`src/rtl/breakout_ctrl.sv`:
```
// Breakout game controller: game-flow FSM, score, ball and brick bookkeeping.
module breakout_ctrl #(
   parameter int unsigned NUM_BRICKS = 48,
   parameter int unsigned NUM_BALLS  = 3,
   parameter int unsigned WAIT_TICKS = 120
) (
   input  logic        clk,
   input  logic        reset,
   input  logic [4:0]  btn,
   input  logic        timer_tick,
   input  logic        hit,
   input  logic        miss,
   output logic        gra_still,
   output logic [1:0]  game_state,
   output logic [15:0] score_bcd,
   output logic [1:0]  balls_left,
   output logic [5:0]  bricks_left,
   output logic        win
);

   localparam int unsigned BTN_W    = 5;
   localparam int unsigned TIMER_W  = 8;
   localparam int unsigned SCORE_W  = 16;
   localparam int unsigned BALLS_W  = 2;
   localparam int unsigned BRICKS_W = 6;

   typedef enum logic [1:0] {
      NEWGAME = 2'b00,
      PLAY    = 2'b01,
      NEWBALL = 2'b10,
      OVER    = 2'b11
   } state_t;

   state_t               state;
   logic [BTN_W-1:0]     btn_q;
   logic                 hit_q;
   logic                 miss_q;
   logic                 armed;
   logic [TIMER_W-1:0]   timer;
   logic                 hit_ev;
   logic                 miss_ev;
   logic                 start_ev;
   logic                 last_brick;
   logic [SCORE_W-1:0]   score_inc;
   logic                 carry;

   // Event detection; armed blocks a button held across reset release.
   assign hit_ev     = hit & ~hit_q;
   assign miss_ev    = miss & ~miss_q;
   assign start_ev   = armed & (btn_q == '0) & (btn != '0);
   assign last_brick = (bricks_left == BRICKS_W'(1));
   assign game_state = state;

   // Saturating four-digit BCD increment of the score.
   always_comb begin
      score_inc = score_bcd;
      carry     = (score_bcd != 16'h9999);
      for (int i = 0; i < 4; i++) begin
         if (carry) begin
            if (score_bcd[4*i +: 4] == 4'd9) begin
               score_inc[4*i +: 4] = 4'd0;
            end else begin
               score_inc[4*i +: 4] = score_bcd[4*i +: 4] + 4'd1;
               carry               = 1'b0;
            end
         end
      end
   end

   // Game FSM with registered outputs, edge registers and pause timer.
   always_ff @(posedge clk or posedge reset) begin
      if (reset) begin
         state       <= NEWGAME;
         gra_still   <= 1'b1;
         score_bcd   <= '0;
         balls_left  <= BALLS_W'(NUM_BALLS);
         bricks_left <= BRICKS_W'(NUM_BRICKS);
         win         <= 1'b0;
         timer       <= '0;
         btn_q       <= '0;
         hit_q       <= 1'b0;
         miss_q      <= 1'b0;
         armed       <= 1'b0;
      end else begin
         btn_q  <= btn;
         hit_q  <= hit;
         miss_q <= miss;
         armed  <= armed | (btn == '0);

         if (timer_tick && (timer != '0)) begin
            timer <= timer - TIMER_W'(1);
         end

         case (state)
            NEWGAME: begin
               if (start_ev) begin
                  state       <= PLAY;
                  gra_still   <= 1'b0;
                  score_bcd   <= '0;
                  balls_left  <= BALLS_W'(NUM_BALLS);
                  bricks_left <= BRICKS_W'(NUM_BRICKS);
                  win         <= 1'b0;
               end
            end
            PLAY: begin
               if (hit_ev) begin
                  score_bcd <= score_inc;
                  if (bricks_left != '0) begin
                     bricks_left <= bricks_left - BRICKS_W'(1);
                  end
               end
               // A clearing hit wins and masks a simultaneous miss.
               if (hit_ev && last_brick) begin
                  win       <= 1'b1;
                  timer     <= TIMER_W'(WAIT_TICKS);
                  state     <= OVER;
                  gra_still <= 1'b1;
               end else if (miss_ev) begin
                  timer     <= TIMER_W'(WAIT_TICKS);
                  gra_still <= 1'b1;
                  if (balls_left <= BALLS_W'(1)) begin
                     balls_left <= '0;
                     win        <= 1'b0;
                     state      <= OVER;
                  end else begin
                     balls_left <= balls_left - BALLS_W'(1);
                     state      <= NEWBALL;
                  end
               end
            end
            NEWBALL: begin
               if (timer == '0) begin
                  state     <= PLAY;
                  gra_still <= 1'b0;
               end
            end
            OVER: begin
               if (timer == '0) begin
                  state <= NEWGAME;
               end
            end
            default: begin
               state     <= NEWGAME;
               gra_still <= 1'b1;
            end
         endcase
      end
   end

endmodule

```
`config.mk`:
```
export PLATFORM = sky130hd
export DESIGN_NAME = breakout_ctrl
export DESIGN_NICKNAME = d
export VERILOG_FILES = /design/src/rtl/breakout_ctrl.sv
export SDC_FILE = /design/constraint.sdc
export NUM_CORES = 1
export LEC_CHECK = 0
export BUFFER_PORTS_ARGS = -buffer_cell sky130_fd_sc_hd__buf_2
export CAP_MARGIN = 0
export CORE_ASPECT_RATIO = 1.1
export CORE_UTILIZATION = 50
export CTS_CLUSTER_DIAMETER = 30
export CTS_CLUSTER_SIZE = 20
export DETAILED_ROUTE_END_ITERATION = 16
export HOLD_SLACK_MARGIN = 0.15
export PLACE_DENSITY_LB_ADDON = 0.3
export SLEW_MARGIN = 20
export SYNTH_ARGS = -nofsm -noshare
export SYNTH_HDL_FRONTEND = slang
export SYNTH_SLANG_ARGS = --single-unit
```
`constraint.sdc`:
```
create_clock -name clk -period 2.5 [get_ports clk]
set_input_delay 0.125 -clock clk [delete_from_list [all_inputs] [get_ports clk]]
set_output_delay 0.125 -clock clk [all_outputs]
set_load 0.01 [all_outputs]
```
== Word-level counts from Yosys, hierarchy flattened ==
Cells that the tools add are included.
Operators by class
  muxes and demuxes: 46
  shift operators: 0
  multiply operators: 0
  divide/modulo/power cells: 0
  reduce and logical (&&, ||, !) cells: 20
  order comparisons: 1
  add/subtract/negate cells: 7
  bitwise operators: 7
  equal/unequal tests: 22
Operator list (number)
  $reduce_and A4 Y1: 9
  $mux W16: 2
  $mux W4: 8
  $mux W8: 4
  $pmux W16 S2: 1
  $ne A2 B2 Y1 const B: 11
  $mux W2: 9
  $mux W6: 3
  $add A4 B1 Y4 const B: 4
  $eq A4 B4 Y1 const B: 4
  $ne A16 B16 Y1 const B: 1
  $mux W1: 14
  $pmux W6 S2: 1
  $logic_not A5 Y1: 2
  $logic_not A8 Y1: 1
  $pmux W2 S4: 1
  $reduce_bool A8 Y1: 1
  $sub A8 B1 Y8 const B: 1
  $eq A6 B1 Y1 const B: 1
  $ne A3 B3 Y1 const B: 2
  $reduce_bool A6 Y1: 1
  $sub A6 B1 Y6 const B: 1
  $reduce_bool A5 Y1: 1
  $and A1 B1 Y1: 4
  other kinds (13): 16
Storage, ports and cells
  word-level logic and storage cells: 117
  memories kept: 0
  output and inout bits: 28
  register bits after elaboration: 44
  memory bits (read-only): 0
  bits in latches: 0
  bits in writable memories: 0

== Longest topological paths before layout ==
  depth in word-level cells: 8
  mapped depth: 7
  gate-level depth less buffers: 6

== Worst setup path after synthesis ==
OpenSTA, ideal clock, no wires.
  path type: register to register
  from: register score_bcd[5]
  to: register score_bcd[4]
  arrival time: 1.760 ns
  required time: 2.372 ns
  buffers on the path: 0
  cell stages (with the launch flop): 7
  slack: 0.613 ns
  cell sequence: dfrtp_1 -> inv_1 -> ha_1 -> nand3b_1 -> nor4_2 -> a211oi_2 -> mux2_1
Between the ends
  cells in the longest elaborated chain, start to end: 5
  elaborated cells on any way between the ends: 9
  those cells by class: eq/ne (3); mux (5); reduce/logical (1)
RTL lines
  start, declared: RTL line 15  | output logic [15:0] score_bcd,
  start signal, assigned: RTL line 107  | score_bcd <= score_inc;
  $eq A4 B4 Y1: RTL line 60  | if (score_bcd[4*i +: 4] == 4'd9) begin
  $mux W4: RTL line 60
  $mux W4: RTL line 59  | if (carry) begin
  $mux W16: RTL line 106  | if (hit_ev) begin
  $pmux W16 S2: RTL line 94  | case (state)
Several ways; a longest one is shown, not always the timed one. The select of a mux whose other input is x is not followed.
A chain may end at the register's enable or synchronous reset.

== Worst setup path after layout ==
  from: input btn[0]
  to: register score_bcd[9]
Between the ends
  cells in the longest elaborated chain, start to end: 4
RTL lines
  start, declared: RTL line 9  | input logic [4:0] btn,
  $reduce_bool A5 Y1: RTL line 50  | assign start_ev = armed & (btn_q == '0) & (btn != '0);
  $and A1 B1 Y1: RTL line 50
  $ne A2 B2 Y1 (no line)
  $reduce_and A4 Y1 (no line)
No other way between the ends.

==> results.yml <==
outcome:
  status: "finished, final reports clean"
worst_setup_path:
  max_stage_delay_ps: 570
  path_cells: "dlygate4sd3_1 -> buf_2 -> or4_4 -> o2111ai_2 -> buf_4 -> a22oi_4 -> mux2_4"
  cp_slowest_cell: "or4_4"
  end_kind: "register"
  worstPathRequired_ps: 2690
  critPathArrivalTime_ps: 2310
  critical_path_peak_fanout: 10
  path_class: "primary input to register"
  cp-start-kind: "primary input"
global_routing:
  grt_overflow: 0
  antenna_found_initial: 0
  grt_max_degree: 32
  track_usage_pct: 22.4
  grt_pass1_wl_um: 9560
  grt_pass1_vias: 2021
yosys:
  synth-edff-count: 0
  synth_fp_nets: 268
  synthDistinctLibCells: 65
  yosysTopAreaCellShare_pct: 38.6
  async_flop_share_pct: 100
  syn_area_um2: 2530
  syn_avg_cell_area_um2: 10.3
  ys_ff_latch: 44
  ys_dominant_reg_cell: "dfrtp_1"
  yosys-top-cells-area: "dfrtp_1 (39%), ha_1 (6.4%), dfstp_2 (5.2%)"
  synth.largest_area_cell: "dfrtp_1"
  seq_area_frac_synth_pct: 43.8
  ys_warn_count: 0
  netlist_instances: 245
clock_tree:
  cts_tree: "yes"
  clock_latency_ps: 300
  cts_resized: 0
  numCtsBuffers: 5
  cts-root-buf: "clkbuf_8"
  htree_levels: 2
  cts_sinks: 44
  ctsLongestPathBuffers: 2
  clk_pin_slew_worst_paths_ps: 80
floorplanning:
  die_w_um: 69.8
  initial_utilization_pct: 53.2
  core_um2: 4750
  dieArea_um2: 5350
  die_h_um: 76.6
  rows: 26
  io_pins: 38
place:
  place.gp.congestion: 0.782
  dp_slack_ps: 433
  placed_cells: 338
  port_buffers: 37
  place_hpwl_um: 3950
power:
  leakage_nw: 1.36
  p_total_mw: 2.38
  vdd_drop_max_uv: 529
  p_per_area_nw_per_um2: 802
sta:
  min_period_over_period_pct: 84.7
  slew_headroom_pct: 57.3
  skew_ps: 9.57
  worst_pin_slew_ps: 639
  setup_ws_ps: 383
  fmax_ghz: 0.472
  final-hold-violation-count: 0
  period_minus_slack_ps: 2120
  setup_tns_ps: 0
  rsz0062_at_grt: "no"
  report.final.slew_viol_count: 0
  finalSetupViolCount: 0
drt:
  drt_iter0_markers: 204
  vias: 2114
  vias_per_cell: 5.95
  postRouteAntennaNets: 0
  wl_per_cell_um: 15.7
  wl_um: 5580
  drc: 0
  drtPass1Iterations: 4
finish:
  nFillCells: 408
  antenna-diode-count: 0
  layout_commonest_cell: "dfrtp_1"
  multiInputGateArea_um2: 1330
  nNetsFinal: 321
  areaGrowthSynthToFinish_pct: 17.3
  stdcell_count: 355
  regArea_um2: 1110
  drive_gt1_share_pct: 22.4
  mostFrequentLayoutCells: "dfrtp_1 (39), buf_2 (37), inv_1 (16), nand2_1 (15), nor2_1 (14)"
  final_util_pct: 62.4
hold_path:
  hp-class: "primary input to asynchronous set/reset pin"
run:
  cap_violations: 0
-- path summary, 6_finish.rpt --
path / startpoint / endpoint / slack, ps / depth (start not counted)
setup / recovery: btn[0] / score_bcd[9]$_DFFE_PP0P_ / 380 / 7
hold reg to reg: gra_still$_DFFE_PP1P_ / gra_still$_DFFE_PP1P_ / 480 / 2
setup reg to reg: score_bcd[5]$_DFFE_PP0P_ / score_bcd[4]$_DFFE_PP0P_ / 430 / 6
hold / removal: reset / score_bcd[0]$_DFFE_PP0P_ / 460 / 3
max in group asynchronous: reset / score_bcd[5]$_DFFE_PP0P_ / 1400 / 4
min in group clk: gra_still$_DFFE_PP1P_ / gra_still$_DFFE_PP1P_ / 480 / 2
-- stage by stage --
step / instance area [um^2] / hold slack, ps
CTS: 2970 / 479
finish: 2970 / 464
global route: 2970 / 490
detailed placement: 2790 / 252
global placement: 2790 / 251
floorplan: 2530 / 156
-- area by class of cell --
type	instances	share of cell area (%)
clock buffers	7	2.57
clock inverters	1	0.169
inverters	17	2.15
multi-input cells	179	44.9
flip-flops and latches	44	37.3
well taps	56	2.36
repair buffers	51	10.5
-- cell families after synthesis --
logic type | Yosys count | synth area share, %
buffers and inverters | 22 | 3.61
muxes | 10 | 4.70
xor gates and xnor gates | 6 | 2.08
adders and majority gates | 13 | 6.43
DFF | 44 | 43.8
and+or+nand+nor | 91 | 21.4
AOI/OAI and AO/OA | 59 | 18.0
-- worst max-delay path: cells and delay by family --
| kind | cells | cell delay, ps |
|---|---|---|
| AOI/OAI and AO/OA | 2 | 370 |
| buffers and inverters | 3 | 920 |
| muxes | 1 | 320 |
| and+or+nand+nor | 1 | 570 |
-- where the power goes --
part           leakage, nW  internal [mW]  switching, mW  total [mW]
logic                0.786          0.366          0.441       0.807
clock network       0.0422          0.196          0.236       0.433
registers            0.535          0.910          0.228        1.14
total                 1.36           1.47          0.905        2.38
-- per-layer routing --
| metal | vias to the layer above | share of wire, % | track usage (%) |
|---|---|---|---|
| li1 | 1019 | - | - |
| met3 | 7 | 4.6 | 5.03 |
| met1 | 1025 | 47 | 30.4 |
| met4 | 0 | 1.3 | 7.40 |
| met2 | 63 | 47 | 35.3 |
| met5 | - | 0 | 0 |
-- cell usage after synthesis (4+ instances only) --
cell / n
nand3b_1: 6
dfrtp_1: 39
nand3_1: 13
dfstp_2: 5
nor3_1: 6
xor2_1: 4
nand2_1: 15
o22ai_1: 4
o21ai_0: 12
a21oi_1: 6
ha_1: 13
inv_1: 17
nor2_1: 14
mux2i_1: 4
and3b_1: 4
nor2b_1: 4
-- flip-flops by register name, indices dropped and copies added (netlist names) --
name and cells:
score_bcd 16, timer 8, bricks_left 6, btn_q 5, balls_left 2, game_state 2
armed 1, gra_still 1, hit_q 1, miss_q 1, win 1
-- what timing repair did --
| item | in CTS | in global routing |
|---|---|---|
| hold endpoints to repair | 34 | 0 |
| hold buffers | 9 | 0 |
| setup endpoints to repair | 0 | 0 |
| buffers inserted | 0 | 0 |
No activity file was read; power rests on OpenSTA's default activity.
